==> src/rtl/axil_master_if.sv <==
// Single-outstanding AXI4-Lite master: turns one command into one AXI-Lite
// read or write. A response timeout aborts the wait, and the late beat is drained afterwards.
module axil_master_if #(
    parameter int P_DATA_WIDTH = 32,
    parameter int P_ADDR_WIDTH = 4,
    parameter int P_TIMEOUT    = 256
) (
    input  logic                      m_axi_aclk,
    input  logic                      m_axi_aresetn,
    input  logic                      cmd_valid,
    output logic                      cmd_ready,
    input  logic                      cmd_write,
    input  logic [P_ADDR_WIDTH-1:0]   cmd_addr,
    input  logic [P_DATA_WIDTH-1:0]   cmd_wdata,
    input  logic [P_DATA_WIDTH/8-1:0] cmd_wstrb,
    output logic                      rsp_valid,
    input  logic                      rsp_ready,
    output logic [P_DATA_WIDTH-1:0]   rsp_rdata,
    output logic [1:0]                rsp_resp,
    output logic                      rsp_timeout,
    output logic [P_ADDR_WIDTH-1:0]   m_axi_awaddr,
    output logic [2:0]                m_axi_awprot,
    output logic                      m_axi_awvalid,
    input  logic                      m_axi_awready,
    output logic [P_DATA_WIDTH-1:0]   m_axi_wdata,
    output logic [P_DATA_WIDTH/8-1:0] m_axi_wstrb,
    output logic                      m_axi_wvalid,
    input  logic                      m_axi_wready,
    input  logic [1:0]                m_axi_bresp,
    input  logic                      m_axi_bvalid,
    output logic                      m_axi_bready,
    output logic [P_ADDR_WIDTH-1:0]   m_axi_araddr,
    output logic [2:0]                m_axi_arprot,
    output logic                      m_axi_arvalid,
    input  logic                      m_axi_arready,
    input  logic [P_DATA_WIDTH-1:0]   m_axi_rdata,
    input  logic [1:0]                m_axi_rresp,
    input  logic                      m_axi_rvalid,
    output logic                      m_axi_rready
);

    localparam int C_STRB_W = P_DATA_WIDTH / 8;
    localparam int C_CNT_W  = $clog2(P_TIMEOUT);
    localparam logic [C_CNT_W-1:0] C_CNT_LAST = C_CNT_W'(P_TIMEOUT - 1);

    typedef enum logic [2:0] {
        ST_IDLE    = 3'd0,
        ST_WR_REQ  = 3'd1,
        ST_WR_RESP = 3'd2,
        ST_RD_REQ  = 3'd3,
        ST_RD_RESP = 3'd4,
        ST_RESP    = 3'd5,
        ST_DRAIN   = 3'd6
    } state_t;

    state_t                    state_r, state_s;
    logic [C_CNT_W-1:0]        cnt_r, cnt_s;
    logic                      stale_wr_r, stale_wr_s, stale_rd_r, stale_rd_s;
    logic                      cmd_ready_r, cmd_ready_s;
    logic [P_ADDR_WIDTH-1:0]   awaddr_r, awaddr_s, araddr_r, araddr_s;
    logic [P_DATA_WIDTH-1:0]   wdata_r, wdata_s, rsp_rdata_r, rsp_rdata_s;
    logic [C_STRB_W-1:0]       wstrb_r, wstrb_s;
    logic                      awvalid_r, awvalid_s, wvalid_r, wvalid_s;
    logic                      bready_r, bready_s, arvalid_r, arvalid_s, rready_r, rready_s;
    logic                      rsp_valid_r, rsp_valid_s, rsp_timeout_r, rsp_timeout_s;
    logic [1:0]                rsp_resp_r, rsp_resp_s;

    assign cmd_ready     = cmd_ready_r;
    assign rsp_valid     = rsp_valid_r;
    assign rsp_rdata     = rsp_rdata_r;
    assign rsp_resp      = rsp_resp_r;
    assign rsp_timeout   = rsp_timeout_r;
    assign m_axi_awaddr  = awaddr_r;
    assign m_axi_awprot  = 3'b000;
    assign m_axi_awvalid = awvalid_r;
    assign m_axi_wdata   = wdata_r;
    assign m_axi_wstrb   = wstrb_r;
    assign m_axi_wvalid  = wvalid_r;
    assign m_axi_bready  = bready_r;
    assign m_axi_araddr  = araddr_r;
    assign m_axi_arprot  = 3'b000;
    assign m_axi_arvalid = arvalid_r;
    assign m_axi_rready  = rready_r;

    // Next-state and next-output logic for the transaction sequencer.
    always_comb begin
        state_s       = state_r;
        cnt_s         = cnt_r;
        stale_wr_s    = stale_wr_r;
        stale_rd_s    = stale_rd_r;
        awaddr_s      = awaddr_r;
        araddr_s      = araddr_r;
        wdata_s       = wdata_r;
        wstrb_s       = wstrb_r;
        awvalid_s     = awvalid_r;
        wvalid_s      = wvalid_r;
        bready_s      = bready_r;
        arvalid_s     = arvalid_r;
        rready_s      = rready_r;
        rsp_valid_s   = rsp_valid_r;
        rsp_rdata_s   = rsp_rdata_r;
        rsp_resp_s    = rsp_resp_r;
        rsp_timeout_s = rsp_timeout_r;
        case (state_r)
            ST_IDLE: begin
                if (cmd_valid && cmd_ready_r) begin
                    if (cmd_write) begin
                        awaddr_s  = cmd_addr;
                        wdata_s   = cmd_wdata;
                        wstrb_s   = cmd_wstrb;
                        awvalid_s = 1'b1;
                        wvalid_s  = 1'b1;
                        state_s   = ST_WR_REQ;
                    end else begin
                        araddr_s  = cmd_addr;
                        arvalid_s = 1'b1;
                        state_s   = ST_RD_REQ;
                    end
                end else begin
                    state_s = ST_IDLE;
                end
            end
            ST_WR_REQ: begin
                // AW and W retire independently; a valid only drops after its own handshake.
                if (awvalid_r && m_axi_awready) awvalid_s = 1'b0;
                else                            awvalid_s = awvalid_r;
                if (wvalid_r && m_axi_wready) wvalid_s = 1'b0;
                else                          wvalid_s = wvalid_r;
                if (!awvalid_s && !wvalid_s) begin
                    bready_s = 1'b1;
                    cnt_s    = {C_CNT_W{1'b0}};
                    state_s  = ST_WR_RESP;
                end else begin
                    state_s = ST_WR_REQ;
                end
            end
            ST_RD_REQ: begin
                if (arvalid_r && m_axi_arready) begin
                    arvalid_s = 1'b0;
                    rready_s  = 1'b1;
                    cnt_s     = {C_CNT_W{1'b0}};
                    state_s   = ST_RD_RESP;
                end else begin
                    state_s = ST_RD_REQ;
                end
            end
            ST_WR_RESP: begin
                if (m_axi_bvalid && bready_r) begin
                    rsp_resp_s  = m_axi_bresp;
                    rsp_rdata_s = {P_DATA_WIDTH{1'b0}};
                    bready_s    = 1'b0;
                    rsp_valid_s = 1'b1;
                    state_s     = ST_RESP;
                end else if (cnt_r == C_CNT_LAST) begin
                    rsp_resp_s    = 2'b10;
                    rsp_timeout_s = 1'b1;
                    rsp_rdata_s   = {P_DATA_WIDTH{1'b0}};
                    bready_s      = 1'b0;
                    stale_wr_s    = 1'b1;
                    rsp_valid_s   = 1'b1;
                    state_s       = ST_RESP;
                end else begin
                    cnt_s = cnt_r + C_CNT_W'(1);
                end
            end
            ST_RD_RESP: begin
                if (m_axi_rvalid && rready_r) begin
                    rsp_resp_s  = m_axi_rresp;
                    rsp_rdata_s = m_axi_rdata;
                    rready_s    = 1'b0;
                    rsp_valid_s = 1'b1;
                    state_s     = ST_RESP;
                end else if (cnt_r == C_CNT_LAST) begin
                    rsp_resp_s    = 2'b10;
                    rsp_timeout_s = 1'b1;
                    rsp_rdata_s   = {P_DATA_WIDTH{1'b0}};
                    rready_s      = 1'b0;
                    stale_rd_s    = 1'b1;
                    rsp_valid_s   = 1'b1;
                    state_s       = ST_RESP;
                end else begin
                    cnt_s = cnt_r + C_CNT_W'(1);
                end
            end
            ST_RESP: begin
                if (rsp_valid_r && rsp_ready) begin
                    rsp_valid_s   = 1'b0;
                    rsp_timeout_s = 1'b0;
                    // An aborted transaction still owes us one beat; swallow it before going idle.
                    if (stale_wr_r) begin
                        bready_s = 1'b1;
                        state_s  = ST_DRAIN;
                    end else if (stale_rd_r) begin
                        rready_s = 1'b1;
                        state_s  = ST_DRAIN;
                    end else begin
                        state_s = ST_IDLE;
                    end
                end else begin
                    state_s = ST_RESP;
                end
            end
            ST_DRAIN: begin
                if (stale_wr_r && m_axi_bvalid && bready_r) begin
                    bready_s   = 1'b0;
                    stale_wr_s = 1'b0;
                    state_s    = ST_IDLE;
                end else if (stale_rd_r && m_axi_rvalid && rready_r) begin
                    rready_s   = 1'b0;
                    stale_rd_s = 1'b0;
                    state_s    = ST_IDLE;
                end else begin
                    state_s = ST_DRAIN;
                end
            end
            default: begin
                state_s = ST_IDLE;
            end
        endcase
        cmd_ready_s = (state_s == ST_IDLE) && !rsp_valid_s;
    end

    // State and registered-output update.
    always_ff @(posedge m_axi_aclk or negedge m_axi_aresetn) begin
        if (!m_axi_aresetn) begin
            state_r       <= ST_IDLE;
            cnt_r         <= {C_CNT_W{1'b0}};
            stale_wr_r    <= 1'b0;
            stale_rd_r    <= 1'b0;
            cmd_ready_r   <= 1'b0;
            awaddr_r      <= {P_ADDR_WIDTH{1'b0}};
            araddr_r      <= {P_ADDR_WIDTH{1'b0}};
            wdata_r       <= {P_DATA_WIDTH{1'b0}};
            wstrb_r       <= {C_STRB_W{1'b0}};
            awvalid_r     <= 1'b0;
            wvalid_r      <= 1'b0;
            bready_r      <= 1'b0;
            arvalid_r     <= 1'b0;
            rready_r      <= 1'b0;
            rsp_valid_r   <= 1'b0;
            rsp_rdata_r   <= {P_DATA_WIDTH{1'b0}};
            rsp_resp_r    <= 2'b00;
            rsp_timeout_r <= 1'b0;
        end else begin
            state_r       <= state_s;
            cnt_r         <= cnt_s;
            stale_wr_r    <= stale_wr_s;
            stale_rd_r    <= stale_rd_s;
            cmd_ready_r   <= cmd_ready_s;
            awaddr_r      <= awaddr_s;
            araddr_r      <= araddr_s;
            wdata_r       <= wdata_s;
            wstrb_r       <= wstrb_s;
            awvalid_r     <= awvalid_s;
            wvalid_r      <= wvalid_s;
            bready_r      <= bready_s;
            arvalid_r     <= arvalid_s;
            rready_r      <= rready_s;
            rsp_valid_r   <= rsp_valid_s;
            rsp_rdata_r   <= rsp_rdata_s;
            rsp_resp_r    <= rsp_resp_s;
            rsp_timeout_r <= rsp_timeout_s;
        end
    end

endmodule

==> config.mk <==
export PLATFORM = sky130hd
export DESIGN_NAME = axil_master_if
export DESIGN_NICKNAME = d
export VERILOG_FILES = /design/src/rtl/axil_master_if.sv
export SDC_FILE = /design/constraint.sdc
export NUM_CORES = 1
export LEC_CHECK = 0
export ABC_AREA = 1
export BUFFER_PORTS_ARGS = -buffer_cell sky130_fd_sc_hd__buf_2
export CAP_MARGIN = 20
export CORE_MARGIN = 5
export CORE_UTILIZATION = 26
export DETAILED_ROUTE_END_ITERATION = 7
export SLEW_MARGIN = 10
export SYNTH_ARGS = -nofsm -noshare
export SYNTH_HDL_FRONTEND = slang
export SYNTH_SLANG_ARGS = --single-unit
==> constraint.sdc <==
create_clock -name m_axi_aclk -period 1.8 [get_ports m_axi_aclk]
set_input_delay 0.27 -clock m_axi_aclk [delete_from_list [all_inputs] [get_ports m_axi_aclk]]
set_output_delay 0.27 -clock m_axi_aclk [all_outputs]
set_load 0.01 [all_outputs]
== After elaboration in Yosys (flattened, before gate mapping) ==
Cells that the tools add are included.

* Register bits: 99
* Latch bits: 0
* Memory bits (writable): 0
* Memory bits (read-only): 0
* Bits of input ports: 86
* Output and inout bits: 92
* Logic and storage cells: 151
* Memories kept: 0

* $add $sub $neg: 1
* Multiply operators: 0
* Divide/modulo/power cells: 0
* Magnitude comparators: 0
* Equal/unequal tests: 25
* Shift-type cells: 0
* Mux-type cells: 69
* Bitwise logic cells: 1
* Reduce and logical (&&, ||, !) cells: 37

{| class="wikitable"
|+ Operators by type and width
! kind !! count
|-
| 32-bit two-way mux || 3
|-
| 32-bit case mux with 2 select lines || 1
|-
| 8-bit two-way mux || 5
|-
| 1-bit two-way mux || 33
|-
| 2-bit != test (second input constant) || 16
|-
| 8-bit case mux with 4 select lines || 1
|-
| 3-bit two-way mux || 10
|-
| 3-bit case mux with 7 select lines || 1
|-
| 1-bit logical AND || 13
|-
| 4-bit AND reduction || 3
|-
| 4-bit nonzero test || 3
|-
| 2-bit two-way mux || 5
|-
| 1-bit case mux with 2 select lines || 5
|-
| 5-bit AND reduction || 2
|-
| 2-bit nonzero test || 5
|-
| 3-bit equality test (second input constant) || 3
|-
| 3-bit AND reduction || 3
|-
| 8-bit by 1-bit adder with 8-bit output (second input constant) || 1
|-
| 8-bit equality test (second input constant) || 1
|-
| 1-bit case mux with 4 select lines || 2
|-
| 8-bit AND reduction || 1
|-
| 3-bit by 2-bit equality test with 1-bit output (second input constant) || 2
|-
| 3-bit zero test || 2
|-
| 3-bit != test (second input constant) || 2
|-
| 7 further kinds || 10
|}

== Logic depth before layout (Yosys ltp) ==
Gate-level depths: netlist (run 1).

* Depth after elaboration: 9
* Depth in mapped cells: 12
* Mapped depth without buffers: 11

== Worst setup path before layout (run 1) ==
OpenSTA, ideal clock, no wires.

* Kind: flip-flop to flip-flop
* From: register state_r[0]
* To: register awaddr_r[0] (netlist: m_axi_awaddr[0])
* Library setup time: 125 ps
* Arrival: 1366 ps
* Path slack: 309 ps
* Cell stages (with the launch flop): 7
* Buffers on the path: 2
* Period minus slack after synthesis: 1491 ps
* Path through: dfrtp_1 -> buf_6 -> nor2_8 -> nand2_1 -> nor2_4 -> buf_6 -> mux2_2

* Longest elaborated chain between the ends: 2

{| class="wikitable"
|+ Ends and longest elaborated chain
! element !! line !! RTL
|-
| start, declared || 56 || <nowiki>state_t state_r, state_s;</nowiki>
|-
| start signal, assigned || 245 || <nowiki>state_r <= state_s;</nowiki>
|-
| 3-bit zero test || 104 || <nowiki>case (state_r)</nowiki>
|-
| 3-bit AND reduction (no line) || n/a ||
|-
| end signal, assigned || 231 || <nowiki>awaddr_r <= {P_ADDR_WIDTH{1'b0}};</nowiki>
|-
| end signal, assigned || 250 || <nowiki>awaddr_r <= awaddr_s;</nowiki>
|-
| end, declared || 60 || <nowiki>logic [P_ADDR_WIDTH-1:0] awaddr_r, awaddr_s, araddr_r, araddr_s;</nowiki>
|}

Every way passes these cells.
A chain may end at the register's enable or synchronous reset.

== Worst setup path after layout (run 1) ==
* From: register state_r[2]
* To: register rsp_rdata_r[8] (netlist: rsp_rdata[8])

* Longest elaborated chain between the ends: 2
* Elaborated cells between the ends (all ways): 4
* Those cells by class: 2 x eq/ne; 1 x mux; 1 x reduce/logical

{| class="wikitable"
|+ Ends and longest elaborated chain
! element !! line !! RTL
|-
| 3-bit equality test / 3-bit by 2-bit equality test with 1-bit output (equally long branches) || 104 ||
|-
| 32-bit case mux with 2 select lines / 2-bit nonzero test (equally long branches) || n/a ||
|-
| end signal, assigned || 241 || <nowiki>rsp_rdata_r <= {P_DATA_WIDTH{1'b0}};</nowiki>
|-
| end signal, assigned || 260 || <nowiki>rsp_rdata_r <= rsp_rdata_s;</nowiki>
|-
| end, declared || 61 || <nowiki>logic [P_DATA_WIDTH-1:0] wdata_r, wdata_s, rsp_rdata_r, rsp_rdata_s;</nowiki>
|}

Several ways; a longest one is shown, not always the timed one.

==> results of run 1 <==
[final timing paths]
kind	startpoint	to	slack, ns	cells after the start
max	state_r[2]	rsp_rdata[8]	0.14	9
max in group asynchronous	m_axi_aresetn	cnt_r[2]	0.81	3
min reg2reg	rsp_rdata[17]	rsp_rdata[17]	0.46	2
min	m_axi_rdata[5]	rsp_rdata[5]	0.11	3
max reg2reg	state_r[2]	rsp_rdata[8]	0.14	9
min in group asynchronous	m_axi_aresetn	m_axi_awaddr[1]	0.43	2
[sequential cells by signal, summed over array words and instances, names as in the netlist, 2 cells and up]
signal	cells
m_axi_awaddr	4
cnt_r	8
rsp_resp	2
m_axi_araddr	4
m_axi_wstrb	4
state_r	3
rsp_rdata	32
m_axi_wdata	32
[logic make-up (layout without fill, tap and decap cells)]
kind of cell | Yosys count | count (layout) | synth area share
adders and majority gates | 1 | 1 | 0.00277
xor gates and xnor gates | 4 | 4 | 0.00775
other | 1 | 6 | 0.000829
AOI/OAI and AO/OA | 18 | 18 | 0.0230
muxes | 40 | 40 | 0.0996
buffers and inverters | 54 | 232 | 0.0708
and+or+nand+nor | 264 | 264 | 0.248
DFF | 99 | 99 | 0.548
[timing repair]
item | in CTS | in global routing
resized for setup | 0 | 1
hold endpoints to repair | 29 | 0
endpoints found under the setup margin | 0 | 1
hold buffers | 1 | 0
[cell type report]
type | instances | area, um2
Fill cell | 1800 | 11200
Inverter | 34 | 133
Clock buffer | 12 | 256
Clock inverter | 4 | 56.3
Multi-Input combinational cell | 333 | 1750
Sequential cell | 99 | 2480
Tap cell | 225 | 282
Timing Repair Buffer | 182 | 993
[through the flow]
step                hold WS, ns  cell area [um2]  setup slack (ns)   util
global placement          0.266             5620             0.134  0.327
floorplan               -0.0256             4540             0.309      -
CTS                      0.0947             5940             0.117  0.346
global route              0.112             5940            0.0126  0.346
finish                    0.113             5940             0.140  0.346
detailed placement        0.264             5620             0.128  0.327
[routing by layer]
layer	up-vias	global-route usage
met1	1685	0.150
met3	25	0.0283
met2	131	0.197
met5	-	0
li1	1853	-
met4	0	0.0581
[tightest hold or removal path, stage by stage]
cell	delay [ns]
buf_2	0.07
nand2_1	0.04
nand2_1	0.05
[power groups by stage]
stage / combinational (mW) / sequential (mW) / clock (mW)
finish: 3.68 / 3.77 / 2.04
global route: 4.09 / 3.92 / 2.22
CTS: 3.76 / 3.78 / 2.13
detailed placement: 3.76 / 3.80 / 0
global placement: 3.69 / 3.79 / 0
floorplan: 1.85 / 4.16 / 0
[cell usage in the layout (no fill, tap or decap), types with 7 or more instances in the layout]
master     netlist  routed
nor2_1          35      35
dfrtp_1         99      99
mux2_2          36      36
buf_4            6       7
clkbuf_16        0       9
buf_2            3     170
inv_1           30      30
nand3_1         17      17
o21ai_0          8       8
nand2_1        190     189
==> results.txt, run 1 <==
By count the netlist is led by 190 x nand2_1, 99 x dfrtp_1, 36 x mux2_2. For the worst setup path, the data arrival time is 1.90 ns. The DRC violations left is 0.

Clock net sink count: 99. Summed over all nets, the half-perimeter wirelength after detailed placement is 8980 um. For the number of buffers on the longest clock path, the log shows 2.

The total leakage power is 3.36 nW. For the post-detailed-routing wire length, the log shows 11,900 um. Counting tap cells, the placed design contains a total of 872 instances. The element type at the critical path start is a register. In this run, synthesis inferred 0 flip-flops with an integrated enable. In this run the count of I/O pins placed on the die edge is 178. At the later pin of the worst-skew pair, clock insertion delay measures 0.35 ns. The pin count of the biggest net entering global routing came out at 35. TritonCTS built the clock tree.

After detailed routing, the number of vias per cell comes to 4.16. The fraction of registers with async set or reset after synthesis works out to 1.00. In the synthesized netlist the dominant register cell turns out to be dfrtp_1. In this run the power density over the cells is 1600 mW/mm2. The worst setup path is captured at a register.

The floorplan die area was 0.0201 mm2. The run gives 0.215 as the portion of total power attributed to the clock network. In this run, synthesis produced a sequential element count of 99. Summing every instance area after synthesis gives 0.00452 mm2.

The detailed router used layers up to and including met4. The area of the core region is 0.0172 mm2. The category of cells accounting for the largest share of critical-path delay is flip-flops. The initial cell density of the core came out at 0.263. The switching power share of the total is 0.376. The logs give 0 for the number of warnings reported in the yosys synthesis log and 0 for the total setup buffers inserted after CTS.

Setup repair after global routing left no endpoint under its margin. The data required time of the critical path is 2.04 ns. Traced cell by cell, the critical path runs through inv_4, nand3_4, nand2_4, inv_4, a21oi_2, nand2_2, buf_12, nand2_1, nand2_1. The initial antenna violation count was 0. From synthesis to final layout, the design area changed by 31.4%. Final hold violation count: 0. First-iteration detailed-routing DRC count: 161. For the number of non-filler instances in the completed layout, the log shows 889.

The kind of critical path is reg -> reg. The worst path in the final design needs a cycle of 1.66 ns, including I/O delays and setup. The antenna diode instance count came out at 0.

The per-cell routed wire length was 13.4 um; the number of H-tree branching levels was 3. Setup violations remaining at the end of the flow were counted as 0. The total overflow left after global routing is 0. The analysis attributes to net switching a power of 3.56 mW. Before antenna repair, the detailed router went through 4 iterations.

The floorplan step set the die height to 142 um. The path class of the tightest hold or removal check is in -> reg. The root buffer cell chosen for the clock tree is clkbuf_16.

In this run the remaining antenna-violating nets after routing total 0. The achievable frequency came out at 602 MHz. In the post-synthesis netlist, the biggest area contributors are dfrtp_1 55%, nand2_1 16%, mux2_2 9.0%, nor2_1 2.9%, buf_6 2.5%. The run gives 783 um as the detailed-routed wire length on met3.

For this block, the via count after detailed routing is 3,694. The average cell area after synthesis is 9.40 um2, and the share of total power in sequential cells is 0.397. The flow ran to the end, and the final reports show no timing, DRC or antenna violations.

The detailed router put a total of 5060 um of wire on met1. The maximum fanout along the worst path is 34, and the number of distinct library cell variants in the gate-level netlist after synthesis is 30. The largest stage delay on the critical path was 0.51 ns; the post-CTS clock slew at the launch and capture registers of the worst setup and hold paths was 0.07 ns. The logs give 0.120 for the global routing usage summed across all routing layers and 481 for the gate count after technology mapping.

The die width was 142 um; the maximum VDD drop was 624 uV. dfrtp_1 takes more of the synthesized area than any other cell. The internal power of the cells was 5.92 mW; the final max-slew violation count was 0. The count of buffers added on input and output ports is 171. The number of global-route vias before repair came out at 3,710. By instance count, the leading cell after synthesis is nand2_1.

The cell with the largest stage delay on the worst path is dfrtp_1. The logs give 0.548 for the sequential element share of the synthesized area and 9 for the number of CTS-inserted buffers. The sum of negative setup slack was 0 ns. The net count of the finished layout is 746.

Routability-driven placement finished with a final weighted congestion of 0.922. The total chip power came out at 9.49 mW. In the detailed route, the total length drawn on met2 is 5730 um. The count of buffer and inverter cells on the critical path is 3, and the worst clock skew is 0.0111 ns.

The area share of the largest cell type after synthesis was 0.548; the share of the cycle needed by the critical path after routing was 0.922. The tool flagged a number of max-cap violations equal to 0. The share of final-layout standard cells stronger than drive strength 1 came out at 0.383. The number of cell rows is 48, and the share of power burned in combinational logic is 0.388.

The first global-routing pass estimated 19,100 um of wire.
Note: power is estimated with default switching activity, not from simulation.
==> inputs of run 2 (changes only) <==
Settings changed: ABC_AREA 1 to unset.
==> results.txt, run 2 <==
The tools report the gate count after technology mapping as 333. The setup path with the least slack is of type reg -> reg. The number of synthesized flops with an enable pin was 0. Counting instances in the post-synthesis netlist gives the leading cell types as 99 x dfrtp_1, 44 x mux2_2, 32 x a22o_1. The cell with the most instances after synthesis was dfrtp_1. For this design the static power due to leakage is 3.15 nW. Dividing the detail-routed via count by the number of cells gives 4.61.

The final hold violation count is 0. Across the routed clock network, the largest skew measured is 0.0106 ns. The maximum VDD drop was 591 uV; the pin count of the biggest net entering global routing was 59. For the wire length of the first global-routing pass, the log shows 18,900 um. The first-iteration detailed-routing DRC count came out at 88.

The final max-slew violation count is 0. The tightest min-delay check is of the in -> reg type. The run finished with clean final reports.

The area share of the largest cell type after synthesis is 0.580. Counting the buffers created by CTS gives 9. The logs give 0.267 for the initial cell density of the core and 6 for the number of detailed-route iterations in the first pass. In this run the power spent charging and discharging nets is 955 uW. The die covers 0.0191 mm2. During placement, the flow inserted port buffers numbering 171. Dividing the detail-routed wire length by the instance count gives 15.7 um. 0 antenna diodes ended up in the layout. The library cell occupying the most area in the post-synthesis netlist is dfrtp_1. The transition time at the pin with the least slew margin was 0.500 ns. The top cell types in the final layout, fill and taps aside, are 170 x buf_2, 96 x dfrtp_1, 44 x mux2_2. The minimum period implied by the final worst setup slack is 1.73 ns. The core occupancy in the finished layout was 0.367; the post-synthesis instance area was 0.00427 mm2.

Sequential element share of the synthesized area: 0.580. The critical path goes through buf_4, or3b_1, nor2_4, buf_12, a22o_1. The data required time of the critical path is 2.07 ns, and the arrival time at the worst endpoint is 2.00 ns. Leaving out fill and tap cells, the most frequent cell in the layout is buf_2. The run gives 3,436 as the via count. The tools report the global routing usage summed across all routing layers as 0.121. Flip-flop and latch count after synthesis: 99.

The number of cell rows was 46; the number of top-level pins was 178. The clock passes through at most 2 buffers. Counting the fill cells in the layout gives 1,599. Summed over all layers, the routed wires come to 11,700 um. The largest single stage delay on the critical path is 0.48 ns. The tools report the nature of the critical path endpoint as a register. The fraction of registers with async set or reset after synthesis is 1.00, and the power density normalized to cell area is 748 mW/mm2. For this run, the number of Yosys warnings is 0. The most frequently used flop master after synthesis was dfrtp_1.

Summed over all nets, the half-perimeter wirelength after detailed placement is 8870 um. The maximum fanout along the worst path works out to 32. The share of final-layout standard cells stronger than drive strength 1 was 0.512; the final hold slack was 0.133 ns. DRC violations left: 0. Share of power burned in combinational logic: 0.042.

The relative slew slack is 0.667. The finished cells cover 0.00588 mm2. The area of the core region is 0.0160 mm2.

TritonCTS built the clock tree. The clock tree synthesis step divided the H-tree into 3 levels. The number of non-filler instances in the completed layout is 745.

Averaged over all synthesized cells, the footprint is 12.8 um2. The netlist uses 57 different library cells. The run gives 99 as the clock net sink count. The run gives 611 as the number of nets in the layout. The run gives 0.00551 mm2 as the area after detailed placement. The number of cells after detailed placement is 727, and the number of global-route vias before repair is 3,624. For the initial antenna violation count, the log shows 1. The tools report the achievable frequency as 577 MHz. Across the run, the number of max-cap violations was 0.

The total chip power is 4.40 mW. The tools report the element type at the critical path start as a register. The final estimated routing congestion in global placement is 0.805. Final global-route overflow total: 0. Portion of total power attributed to the clock network: 0.452. In this run the remaining antenna-violating nets after routing total 0. The clock network latency to the later pin of the worst-skew pair is 0.34 ns, and the post-CTS clock slew at the launch and capture registers of the worst setup and hold paths is 0.07 ns.

Layout overhead on the synthesized area: 37.8%. Clock tree synthesis selected as its root buffer the cell clkbuf_16. The cell with the largest stage delay on the worst path is dfrtp_2. The die is 138 um tall. Setup violations remaining at the end of the flow were counted as 0. The switching power share of the total was 0.217; the die width was 138 um. Internal power of the cells: 3.44 mW.

For the share of total power in sequential cells, the log shows 0.506. Sorting the synthesized cells by area gives the leading types as dfrtp_1 58%, mux2_2 12%, a22o_1 6.6%, nand2_1 1.6%, a31oi_1 1.2%. The share of the cycle needed by the critical path after routing was 0.962.
run 2: power groups by stage:
stage	clock (mW)	combinational [mW]	sequential (mW)
after global placement	0	0.183	2.27
after detailed placement	0	0.188	2.27
final	1.99	0.186	2.23
after floorplan	0	0.0342	2.27
after global routing	2.16	0.214	2.22
after CTS	2.08	0.191	2.23
run 2: repair_timing:
| action | in CTS | in global routing |
|---|---|---|
| hold endpoints to repair | 6 | 0 |
| setup buffers | 0 | 1 |
| hold buffers | 1 | 0 |
| gates resized for setup | 0 | 11 |
| setup endpoints to repair | 0 | 42 |
run 2: layout make-up:
| type | instances | area (um2) | area share |
|---|---|---|---|
| multi-input combinational | 206 | 1670 | 0.284 |
| clock inverter | 6 | 71.3 | 0.0121 |
| timing repair buffer | 197 | 1110 | 0.188 |
| inverter | 11 | 41.3 | 0.00702 |
| tap | 216 | 270 | 0.0460 |
| sequential | 99 | 2480 | 0.422 |
| clock buffer | 10 | 239 | 0.0406 |
run 2: worst max-delay path: cells and delay by family (launching register included):
kind | cells | cell delay [ns]
AO/OA/AOI/OAI | 1 | 0.18
buffers and inverters | 2 | 0.38
AND/OR/NAND/NOR | 2 | 0.61
flip-flops | 1 | 0.48
run 2: worst paths after layout:
check                              start         endpoint  slack, ns  cells after the start
hold / removal             m_axi_awready    m_axi_awvalid       0.13                      2
min in group asynchronous  m_axi_aresetn    rsp_rdata[28]       0.30                      2
hold reg to reg            rsp_rdata[31]    rsp_rdata[31]       0.50                      1
max in group asynchronous  m_axi_aresetn  m_axi_wdata[27]       0.87                      3
setup / recovery              state_r[1]    rsp_rdata[21]       0.07                      5
setup reg to reg              state_r[1]    rsp_rdata[21]       0.07                      5
run 2: routing by layer:
metal	vias to the layer above	track usage	wire length (um)
met2	148	0.205	5690
met4	2	0.0348	148
met5	-	0	13
li1	1604	-	-
met3	14	0.0479	929
met1	1668	0.144	4880
run 2: metrics by stage:
stage / setup WS [ns] / setup TNS [ns]
detailed placement: 0.0329 / 0
CTS: 0.00996 / 0
global route: -0.0283 / -0.169
global placement: 0.0754 / 0
floorplan: 0.0652 / 0
finish: 0.0675 / 0
run 2: cell families after synthesis:
logic type | share of synthesized area
flip-flops | 0.580
AO/OA/AOI/OAI | 0.142
AND/OR/NAND/NOR | 0.106
multiplexers | 0.123
buffers and inverters | 0.0425
adder cells (fa/ha/maj) | 0.00293
other | 0.000879
XOR/XNOR | 0.00205
==> inputs of run 3 (changes only) <==
Settings changed: REMOVE_ABC_BUFFERS set to 1.
==> results.txt, run 3 (synthesis results as in run 2) <==
Clock tree synthesis found a total of 99 sinks. Total leakage power: 3.16 nW. The DRC violations left was 0; the half-perimeter wire length after placement was 9050 um. The final estimated routing congestion in global placement is 0.828. The average vias per placed instance is 4.65, and the filler cell count is 1,630. The via count was 3,486. The cell depth of the worst min-delay path was 2. Initial antenna violation count: 0. The final layout contains 615 nets.

For the number of global-route vias before repair, the log shows 3,789. The minimum period implied by the final worst setup slack is 1.75 ns, and the area of the core region is 0.0160 mm2. Leaving out fill and tap cells, the most frequent cell in the layout is buf_2. Buffers inserted during clock tree synthesis total 9. For this run, the slowest stage of the critical path takes 0.56 ns. For the final design area excluding fillers, the log shows 0.00590 mm2.

The pin count of the biggest net entering global routing was 48; the per-cell routed wire length was 15.9 um. The minimum setup slack among reg-to-reg paths is 0.05 ns. Based on the critical path, the design can be clocked at up to 573 MHz. The worst setup path is launched from a register.

The worst path meets setup with 0.0541 ns of slack. The share of the cycle needed by the critical path after routing is 0.970, and the number of maximum-capacitance constraint violations is 0. The number of antenna diodes in the final layout is 0. IR analysis of the VDD net gives a maximum drop of 319 uV. The global routing usage summed across all routing layers was 0.125; the die width was 138 um.

The finished layout holds 749 standard cells, fillers aside. Path depth of the worst reg2reg path: 5. 178 I/O pins were placed. Walking the worst path, the cells encountered are buf_4, nand3b_1, a21oi_2, or4_1, or2_1. Setup repair after global routing could not meet its margin everywhere. Leaving out fill and tap cells, the most frequent cells in the layout are 170 x buf_2, 96 x dfrtp_1, 44 x mux2_2.

The tools report the worst reg2reg path startpoint as state_r[0]. The sequential cell area is 0.00248 mm2, and the post-detailed-routing wire length is 11,900 um. In this run, the number of DRC markers left after iteration 0 of detailed routing was 119. The initial cell density of the core was 0.267. The kind of path behind the tightest hold check was in -> reg.

Final hold violation count: 0. The worst setup slack after placement came out at -0.0528 ns. Cell with the largest stage delay on the worst path: or4_1. The count of port buffers added during placement was 171; the power density normalized to cell area was 741 mW/mm2.

Clock-pin slew was measured on the worst setup and hold paths at 0.07 ns. The area after detailed placement is 0.00552 mm2. In the final layout, the multi-input gates occupy 0.00167 mm2.

The share of final-layout standard cells stronger than drive strength 1 works out to 0.518. The first global-routing pass estimated 19,600 um of wire. The layout overhead on the synthesized area is 38.3%. The maximum fanout along the worst path was 8; the worst clock skew was 0.0104 ns. For the worst setup path, the data arrival time is 1.98 ns. The floorplan die height came out at 138 um. The master cell of the clock root buffer is clkbuf_16. Once detail routing completed, the nets flagged for antenna violations numbered 0. For the clock network latency to the later pin of the worst-skew pair, the log shows 0.35 ns. The floorplan die area was 0.0191 mm2; the data required time of the critical path was 2.03 ns.

Number of H-tree branching levels: 3. The sink of the worst hold path was m_axi_wvalid. The startpoint identified for the worst hold timing path is m_axi_wready. The pre-antenna-repair detailed-routing pass consisted of 4 iterations.

The number of endpoints failing setup at the final stage is 0. The nature of the critical path endpoint is a register. The number of placed instances, taps included, is 729. The tools report the number of cell rows as 46. The run finished with clean final reports. The clock passes through at most 2 buffers. The final max-slew violation count is 0, and the final global-route overflow total is 0.

TritonCTS built the clock tree. The endpoint of the lowest-slack register-to-register path is state_r[1]. For the final routed database, the setup TNS stands at 0 ns. The kind of critical path is reg -> reg. For the total chip power, the log shows 4.37 mW.
-- run 3: power breakdown --
group,internal [mW],switching (mW),total [mW]
registers,2.22,0.00193,2.23
clock network,1.12,0.845,1.96
logic,0.0866,0.101,0.187
-- run 3: layer usage --
layer | up-vias | wire length (um) | GRT usage
met5 | - | 0 | 0
met4 | 0 | 208 | 0.0421
met3 | 16 | 738 | 0.0386
met2 | 122 | 5840 | 0.205
met1 | 1738 | 5130 | 0.156
li1 | 1610 | - | -
-- run 3: worst max path at each step --
stage                           from         endpoint  depth (start not counted)
after detailed placement  state_r[2]         cnt_r[6]                          6
after global placement      cnt_r[0]        cmd_ready                          7
final                     state_r[0]       state_r[1]                          5
after global routing        cnt_r[0]        cmd_ready                          5
after floorplan           state_r[2]  m_axi_awaddr[0]                          3
after CTS                 state_r[2]    rsp_rdata[25]                          5
-- run 3: worst max-delay path: cells and delay by family, from the launching register on --
kind	cells	cell delay [ns]
simple gates	3	0.91
flops	1	0.47
buf+inv	1	0.18
compound gates	1	0.06
-- run 3: repair_timing --
action	CTS	global route
hold buffers	1	0
pin swaps	1	1
buffers inserted	1	2
resized for setup	4	9
endpoints found under the setup margin	19	44
hold endpoints to repair	33	0
-- run 3: area by class of cell --
type                    count  area share
well taps                 216      0.0458
inverters                  11     0.00699
repair buffers            201       0.192
clock inverters             6      0.0110
clock buffers              10      0.0405
flip-flops and latches     99       0.420
multi-input cells         206       0.283
-- run 3: per-stage QoR --
stage	util	hold slack, ns
3_5_place_dp	0.345	0.261
4_1_cts	0.366	0.123
3_3_place_gp	0.345	0.248
5_1_grt	0.369	0.123
6_report	0.369	0.132
2_1_floorplan	-	-0.0256
